--- config.mk ---
export PLATFORM = sky130hd
export DESIGN_NAME = wrf_frame_gen_flat
export DESIGN_NICKNAME = d
export VERILOG_FILES = /design/src/rtl/wrf_frame_gen_if.sv /design/src/rtl/wrf_frame_gen.sv /design/src/flat_wrapper.sv
export SDC_FILE = /design/constraint.sdc
export NUM_CORES = 1
export LEC_CHECK = 0
export ABC_AREA = 1
export CAP_MARGIN = 10
export CORE_MARGIN = 3
export CORE_UTILIZATION = 58
export CTS_BUF_LIST = sky130_fd_sc_hd__clkbuf_16
export DETAILED_ROUTE_END_ITERATION = 16
export PLACE_DENSITY = 0.81
export SLEW_MARGIN = 30
export SYNTH_ARGS = -nofsm -noshare
export SYNTH_HDL_FRONTEND = slang
export SYNTH_SLANG_ARGS = --single-unit
--- constraint.sdc ---
create_clock -name clk_sys_i -period 3.73 [get_ports clk_sys_i]
set_input_delay 0.746 -clock clk_sys_i [delete_from_list [all_inputs] [get_ports clk_sys_i]]
set_output_delay 0.746 -clock clk_sys_i [all_outputs]
set_load 0.05 [all_outputs]
--- src/rtl/wrf_frame_gen_if.sv ---
// WR fabric (pipelined Wishbone, 16-bit) source/sink bundle.
// The generator drives the master side; the downstream sink drives stall/ack/err.
interface wrf_if;
  logic [1:0]  adr;
  logic [15:0] dat;
  logic [1:0]  sel;
  logic        cyc;
  logic        stb;
  logic        we;
  logic        stall;
  logic        ack;
  logic        err;

  modport master (output adr, dat, sel, cyc, stb, we, input stall, ack, err);
  modport slave  (input adr, dat, sel, cyc, stb, we, output stall, ack, err);
endinterface

--- src/rtl/wrf_frame_gen.sv ---
// Ethernet frame traffic generator on a WR fabric source.
// Each frame: status word, 14-byte header, seq/pattern payload, OOB word.
module wrf_frame_gen #(
  parameter logic [47:0] g_dst_mac   = 48'h0050cafebabe,
  parameter logic [47:0] g_src_mac   = 48'h010203040506,
  parameter logic [15:0] g_ethertype = 16'h88f7,
  parameter int          g_max_size  = 1518,
  parameter int          g_gap       = 4
) (
  input  logic        clk_sys_i,
  input  logic        rst_i,
  input  logic        start_i,
  input  logic [15:0] n_frames_i,
  input  logic [10:0] size_min_i,
  input  logic [10:0] size_max_i,
  output logic        busy_o,
  output logic        done_o,
  output logic        error_o,
  output logic [15:0] frames_sent_o,
  wrf_if.master       src
);

  localparam logic [10:0] MAXSZ    = 11'(g_max_size);
  localparam int          GAPN     = (g_gap < 1) ? 1 : g_gap;
  localparam logic [15:0] GAP_LAST = 16'(GAPN - 1);

  typedef enum logic [2:0] {
    S_IDLE, S_STATUS, S_HDR, S_PAYLOAD, S_OOB, S_DRAIN, S_GAP, S_FINISH
  } state_t;

  state_t      state_q, state_d;
  logic [15:0] n_q, n_d, seq_q, seq_d, sent_q, sent_d, gap_q, gap_d;
  logic [10:0] min_q, min_d, max_q, max_d, size_q, size_d;
  logic [10:0] widx_q, widx_d, out_q, out_d;
  logic        err_q, err_d;

  logic        active, cyc, stb, xfer, ack_v, err_hit, frame_end, last_pw;
  logic [10:0] plen, nwords, bidx, cmin, cmax;

  function automatic logic [10:0] clamp_sz(input logic [10:0] s);
    if (s < 11'd16) return 11'd16;
    if (s > MAXSZ)  return MAXSZ;
    return s;
  endfunction

  assign active  = (state_q == S_STATUS) || (state_q == S_HDR) ||
                   (state_q == S_PAYLOAD) || (state_q == S_OOB);
  assign cyc     = active || (state_q == S_DRAIN);
  // An error withdraws the strobe in the same cycle so nothing more transfers.
  assign stb     = active && !src.err;
  assign xfer    = stb && !src.stall;
  assign ack_v   = cyc && src.ack;
  assign err_hit = cyc && src.err;

  assign plen    = size_q - 11'd14;
  assign nwords  = (plen + 11'd1) >> 1;
  assign last_pw = (widx_q == nwords - 11'd1);
  assign bidx    = {widx_q[9:0], 1'b0};
  assign cmin    = clamp_sz(size_min_i);
  assign cmax    = clamp_sz(size_max_i);

  assign src.cyc       = cyc;
  assign src.stb       = stb;
  assign src.we        = 1'b1;
  assign busy_o        = (state_q != S_IDLE) && (state_q != S_FINISH);
  assign done_o        = (state_q == S_FINISH);
  assign error_o       = err_q;
  assign frames_sent_o = sent_q;

  // Output word is a pure function of state/index, so it holds while stalled.
  always_comb begin
    src.adr = 2'b00;
    src.dat = 16'h0000;
    src.sel = 2'b00;
    case (state_q)
      S_STATUS: begin
        src.adr = 2'b10;
        src.sel = 2'b11;
      end
      S_HDR: begin
        src.sel = 2'b11;
        case (widx_q[2:0])
          3'd0:    src.dat = g_dst_mac[47:32];
          3'd1:    src.dat = g_dst_mac[31:16];
          3'd2:    src.dat = g_dst_mac[15:0];
          3'd3:    src.dat = g_src_mac[47:32];
          3'd4:    src.dat = g_src_mac[31:16];
          3'd5:    src.dat = g_src_mac[15:0];
          default: src.dat = g_ethertype;
        endcase
      end
      S_PAYLOAD: begin
        src.sel = 2'b11;
        if (widx_q == 11'd0) begin
          src.dat = seq_q;
        end else if (plen[0] && last_pw) begin
          src.dat = {bidx[7:0], 8'h00};
          src.sel = 2'b10;
        end else begin
          src.dat = {bidx[7:0], bidx[7:0] | 8'h01};
        end
      end
      S_OOB: begin
        src.adr = 2'b01;
        src.dat = seq_q;
        src.sel = 2'b11;
      end
      default: ;
    endcase
  end

  always_comb begin
    state_d   = state_q;
    n_d       = n_q;
    seq_d     = seq_q;
    sent_d    = sent_q;
    gap_d     = gap_q;
    min_d     = min_q;
    max_d     = max_q;
    size_d    = size_q;
    widx_d    = widx_q;
    err_d     = err_q;
    frame_end = 1'b0;
    case (state_q)
      S_IDLE: if (start_i) begin
        n_d    = n_frames_i;
        min_d  = cmin;
        max_d  = (cmin > cmax) ? cmin : cmax;
        size_d = cmin;
        seq_d  = 16'd0;
        sent_d = 16'd0;
        err_d  = 1'b0;
        widx_d = 11'd0;
        gap_d  = 16'd0;
        // An empty burst spends one GAP cycle busy, then finishes.
        state_d = (n_frames_i == 16'd0) ? S_GAP : S_STATUS;
      end
      S_STATUS: if (xfer) begin
        state_d = S_HDR;
        widx_d  = 11'd0;
      end
      S_HDR: if (xfer) begin
        if (widx_q == 11'd6) begin
          state_d = S_PAYLOAD;
          widx_d  = 11'd0;
        end else begin
          widx_d = widx_q + 11'd1;
        end
      end
      S_PAYLOAD: if (xfer) begin
        if (last_pw) state_d = S_OOB;
        else         widx_d  = widx_q + 11'd1;
      end
      S_OOB:   if (xfer) state_d = S_DRAIN;
      S_DRAIN: if (out_q == 11'd0) frame_end = 1'b1;
      S_GAP: begin
        if (gap_q == 16'd0) state_d = (sent_q < n_q) ? S_STATUS : S_FINISH;
        else                gap_d   = gap_q - 16'd1;
      end
      S_FINISH: state_d = S_IDLE;
      default:  state_d = S_IDLE;
    endcase

    if (err_hit) begin
      err_d     = 1'b1;
      frame_end = 1'b1;
    end

    if (frame_end) begin
      state_d = S_GAP;
      gap_d   = GAP_LAST;
      widx_d  = 11'd0;
      sent_d  = sent_q + 16'd1;
      seq_d   = seq_q + 16'd1;
      size_d  = (size_q >= max_q) ? min_q : size_q + 11'd1;
    end

    // Issue and ack counts move independently; stray acks never underflow.
    if (frame_end)
      out_d = 11'd0;
    else
      out_d = out_q + {10'd0, xfer} - {10'd0, ack_v && ((out_q != 11'd0) || xfer)};
  end

  always_ff @(posedge clk_sys_i) begin
    if (rst_i) begin
      state_q <= S_IDLE;
      n_q     <= '0;
      seq_q   <= '0;
      sent_q  <= '0;
      gap_q   <= '0;
      min_q   <= '0;
      max_q   <= '0;
      size_q  <= '0;
      widx_q  <= '0;
      out_q   <= '0;
      err_q   <= 1'b0;
    end else begin
      state_q <= state_d;
      n_q     <= n_d;
      seq_q   <= seq_d;
      sent_q  <= sent_d;
      gap_q   <= gap_d;
      min_q   <= min_d;
      max_q   <= max_d;
      size_q  <= size_d;
      widx_q  <= widx_d;
      out_q   <= out_d;
      err_q   <= err_d;
    end
  end

endmodule

--- src/flat_wrapper.sv ---
// flat-port wrapper written by rule: the top's interface ports become plain ports
module wrf_frame_gen_flat 
#(
  parameter logic [47:0] g_dst_mac   = 48'h0050cafebabe,
  parameter logic [47:0] g_src_mac   = 48'h010203040506,
  parameter logic [15:0] g_ethertype = 16'h88f7,
  parameter int          g_max_size  = 1518,
  parameter int          g_gap       = 4
)
  (clk_sys_i, rst_i, start_i, n_frames_i, size_min_i, size_max_i, busy_o, done_o, error_o, frames_sent_o, src_adr, src_dat, src_sel, src_cyc, src_stb, src_we, src_stall, src_ack, src_err);
  wrf_if src_i ();
  input  logic clk_sys_i;
  input  logic rst_i;
  input  logic start_i;
  input  logic [15:0] n_frames_i;
  input  logic [10:0] size_min_i;
  input  logic [10:0] size_max_i;
  output logic busy_o;
  output logic done_o;
  output logic error_o;
  output logic [15:0] frames_sent_o;
  output wire logic [$bits(src_i.adr)-1:0] src_adr;
  output wire logic [$bits(src_i.dat)-1:0] src_dat;
  output wire logic [$bits(src_i.sel)-1:0] src_sel;
  output wire logic [$bits(src_i.cyc)-1:0] src_cyc;
  output wire logic [$bits(src_i.stb)-1:0] src_stb;
  output wire logic [$bits(src_i.we)-1:0] src_we;
  input wire logic [$bits(src_i.stall)-1:0] src_stall;
  input wire logic [$bits(src_i.ack)-1:0] src_ack;
  input wire logic [$bits(src_i.err)-1:0] src_err;
  assign src_adr = src_i.adr;
  assign src_dat = src_i.dat;
  assign src_sel = src_i.sel;
  assign src_cyc = src_i.cyc;
  assign src_stb = src_i.stb;
  assign src_we = src_i.we;
  assign src_i.stall = src_stall;
  assign src_i.ack = src_ack;
  assign src_i.err = src_err;
  wrf_frame_gen #(.g_dst_mac(g_dst_mac), .g_src_mac(g_src_mac), .g_ethertype(g_ethertype), .g_max_size(g_max_size), .g_gap(g_gap)) u_core (.clk_sys_i(clk_sys_i), .rst_i(rst_i), .start_i(start_i), .n_frames_i(n_frames_i), .size_min_i(size_min_i), .size_max_i(size_max_i), .busy_o(busy_o), .done_o(done_o), .error_o(error_o), .frames_sent_o(frames_sent_o), .src(src_i));
endmodule
==> reports/metrics.yaml <==
critical_path:
  rrSetupSlack_ns: 0.19
  cp_max_fo: 4
  critPathLaunchType: "flip-flop"
  crit_path_end_kind: "output port"
  required_ns: 2.98
  crit_family: "simple AND/OR/NAND/NOR gates"
  crit_arrival_ns: 3.16
  crit_buf_inv: 7
  max_stage_delay_ns: 0.39
  cp_common_cell: "nand2_1"
  slowest_stage: "dfxtp_4"
  worstSetupPathType: "flip-flop to output port"
  worstPathCellList: "inv_4, ha_4, inv_2, nand2_4, nand2_4, ha_4, nand2_1, clkinv_1, nand2_2, nor2_1, nand2_1, buf_4, inv_1, nand3_1, nand2_1, a21oi_1, nand2_2, nor2_4, nand3_4, buf_6, a31o_4, buf_8"
sta:
  period_minus_slack_ns: 3.90
  hold_viol_final: 0
  slew_viol_final: 0
  skew_ns: 0.00903
  worst_pin_slew_ns: 0.561
  finalWorstSetupSlack_ns: -0.173
  hold_ws_ns: 0.453
  finalSetupViolCount: 9
  min_period_over_period_pct: 105
  fmax_ghz: 0.256
  grt_setup_unrepaired: "true"
  slew-limit-headroom_pct: 62.6
global_route:
  grt_max_degree: 38
  grt_pass1_vias: 8459
  grt_overflow: 0
  grt_antenna_before_repair: 0
  grt_usage_pct: 28.5
  grt_pass1_wl_um: 38800
yosys:
  synth_top_area_cell: "dfxtp_1"
  synth_top_area_share_pct: 28.6
  avgSynthCellArea_um2: 6.37
  synthTopCellsByCount: "nand2_1, inv_1, nor2_1"
  ys_seq_area_share_pct: 28.6
  synthCells: 1352
  ys_top_cells_by_area: "dfxtp_1, nand2_1, ha_1"
  synth.most_common_cell: "nand2_1"
  synth_flop_cell: "dfxtp_1"
  synth_area_um2: 8610
  async_flop_share_pct: 0
  ys_ff_latch: 123
  yosysWarnings: 0
  synth_edf_count: 0
  synth_cell_types: 51
  syn_nets: 1462
floorplanning:
  coreArea_um2: 14200
  die_x_um: 128
  die_h_um: 128
  dieArea_um2: 16300
  rows: 43
  start_util_pct: 60.6
  io-pin-count: 86
min_path:
  hold_class: "flip-flop to flip-flop"
power:
  p_leak_nw: 4.79
  power_density_nw_per_um2: 771
  ir_worst_vdd_mv: 0.401
run_status:
  status: "complete, but fails checks"
  violations: "negative setup slack"
route:
  wirelength_um: 23400
  drtPass1Iterations: 6
  drtIter0Drc: 869
  wire_per_inst_um: 14.1
  vias: 9371
  ant_nets: 0
  routed_via_density: 5.62
  drcViolationCount: 0
placed_design:
  dp_hpwl_um: 17400
  post-place-ws_ns: -0.328
  routabilityCongestion: 0.973
  io_buffers: 84
clock_network:
  root_buffer: "clkbuf_16"
  path_clk_slew_ns: 0.05
  cts_buffers: 17
  numClockSinks: 123
  h-tree-depth: 4
  clock_latency_ns: 0.41
  clockBufferDepth: 2
  cts_tree: "done"
layout:
  area_growth_pct: 26.4
  num-nets-final: 1584
  drive_gt1_share_pct: 12.4
  antenna_cells: 0
flow_run:
  max-cap-violations: 0
[worst register-to-register path, cell delays in order, from the launching register on]
cell and delay [ns]:
dfxtp_1 0.31, inv_1 0.07, ha_1 0.16, nand4_1 0.14, nor3_1 0.29, a21oi_1 0.13
ha_1 0.28, inv_1 0.06, ha_1 0.15, inv_1 0.05, fa_1 0.39, nor2_2 0.15
nor2_1 0.05, nor2_1 0.12, nor2_1 0.07, nor2_2 0.12, nor2_1 0.05, o21bai_1 0.15
nand2_1 0.09, nand2_1 0.06, a21oi_1 0.07, o21ai_0 0.15, inv_1 0.07, nor2_2 0.10
o21bai_1 0.07, nand2_1 0.06, nor2_1 0.03
[area by class of cell]
type                            instances  area, µm²
Clock buffer                           17        425
Clock inverter                         14        109
Fill cell                            1140       3320
Inverter                              190        716
Multi-Input combinational cell       1000       5530
Sequential cell                       123       2470
Tap cell                              180        225
Timing Repair Buffer                  142       1400
[metrics by stage]
| step | util [%] | area [µm²] | TNS [ns] | total power (W) | cells |
|---|---|---|---|---|---|
| floorplan | - | 8620 | 0 | 0.00520 | 1352 |
| global placement | 70.2 | 9970 | -0.218 | 0.00642 | 1627 |
| detailed placement | 70.2 | 9970 | -0.725 | 0.00653 | 1627 |
| CTS | 75.5 | 10700 | -0.946 | 0.00820 | 1664 |
| global route | 76.6 | 10900 | -3.29 | 0.00908 | 1666 |
| finish | 76.6 | 10900 | -1.01 | 0.00838 | 1666 |
[final timing paths]
path | to | from | cells after the start
min | u_core.n_q[3] | u_core.n_q[3] | 2
max reg2reg | u_core.out_q[10] | u_core.out_q[7] | 26
max | src_dat[1] | u_core.size_q[1] | 22
min reg2reg | u_core.n_q[3] | u_core.n_q[3] | 2
[flip-flops by register name, summed over array words and instances (netlist names)]
register and flops:
u_core.size_q 11, u_core.widx_q 11, u_core.out_q 11, u_core.seq_q 16
u_core.n_q 16, u_core.frames_sent_o 16, u_core.max_q 11, u_core.gap_q 16
u_core.error_o 1, u_core.min_q 11, u_core.state_q 3
[power breakdown]
group / switching [W] / internal (W)
clock network: 0.000609 / 0.000902
logic: 0.00317 / 0.00176
registers: 0.000297 / 0.00164
[placed cells by master (no fill, tap or decap), types with 3 or more instances in the layout]
| cell type | Yosys | routed |
|---|---|---|
| dfxtp_1 | 123 | 117 |
| or2_2 | 4 | 4 |
| buf_12 | 0 | 8 |
| ha_4 | 0 | 3 |
| a221oi_1 | 7 | 7 |
| nand4_1 | 23 | 23 |
| o21ai_0 | 90 | 88 |
| nor3_1 | 28 | 27 |
| nand3_4 | 0 | 3 |
| xor2_1 | 11 | 11 |
| nand3_1 | 83 | 76 |
| dfxtp_2 | 0 | 4 |
| nor3b_1 | 3 | 3 |
| nor2_4 | 1 | 6 |
| nand3_2 | 1 | 5 |
| clkinv_1 | 6 | 7 |
| nor2_1 | 147 | 138 |
| clkinv_2 | 0 | 5 |
| o21ai_1 | 5 | 5 |
| a21oi_1 | 130 | 129 |
| nand2_1 | 306 | 287 |
| clkdlybuf4s50_1 | 0 | 66 |
| buf_4 | 1 | 58 |
| a211oi_1 | 7 | 7 |
| nand2_4 | 2 | 7 |
| nor2_2 | 5 | 9 |
| clkbuf_16 | 0 | 19 |
| inv_1 | 180 | 179 |
| nand2_2 | 8 | 22 |
| o211ai_1 | 14 | 14 |
| nor4_1 | 12 | 11 |
| o31ai_1 | 5 | 5 |
| inv_2 | 4 | 6 |
| buf_6 | 2 | 5 |
| o21bai_1 | 6 | 6 |
| a31oi_1 | 11 | 11 |
| ha_1 | 65 | 62 |
| clkinv_4 | 0 | 3 |
[logic make-up (layout without fill, tap and decap cells)]
kind of cell             after synthesis  count (layout)  share of synthesized area (%)
AND/OR/NAND/NOR                      628             628                           31.2
adder cells (fa/ha/maj)               66              66                           9.68
other                                  1               1                         0.0436
XOR/XNOR                              13              13                           1.32
buffers and inverters                229             363                           10.2
AO/OA/AOI/OAI                        292             292                           19.0
flip-flops                           123             123                           28.6
[repair_timing]
| item | CTS | global route |
|---|---|---|
| setup buffers | 6 | 2 |
| resized for setup | 47 | 36 |
| setup endpoints to repair | 9 | 22 |
| hold endpoints to repair | 0 | 0 |
| pin swaps | 13 | 12 |
| hold buffers | 0 | 0 |
[per-layer routing]
layer	track usage, %	wire length [µm]
met4	8.11	466
met2	47.4	10900
met5	0	0
met1	38.1	10400
met3	4.83	1690
Note: power is estimated with default switching activity, not from simulation.
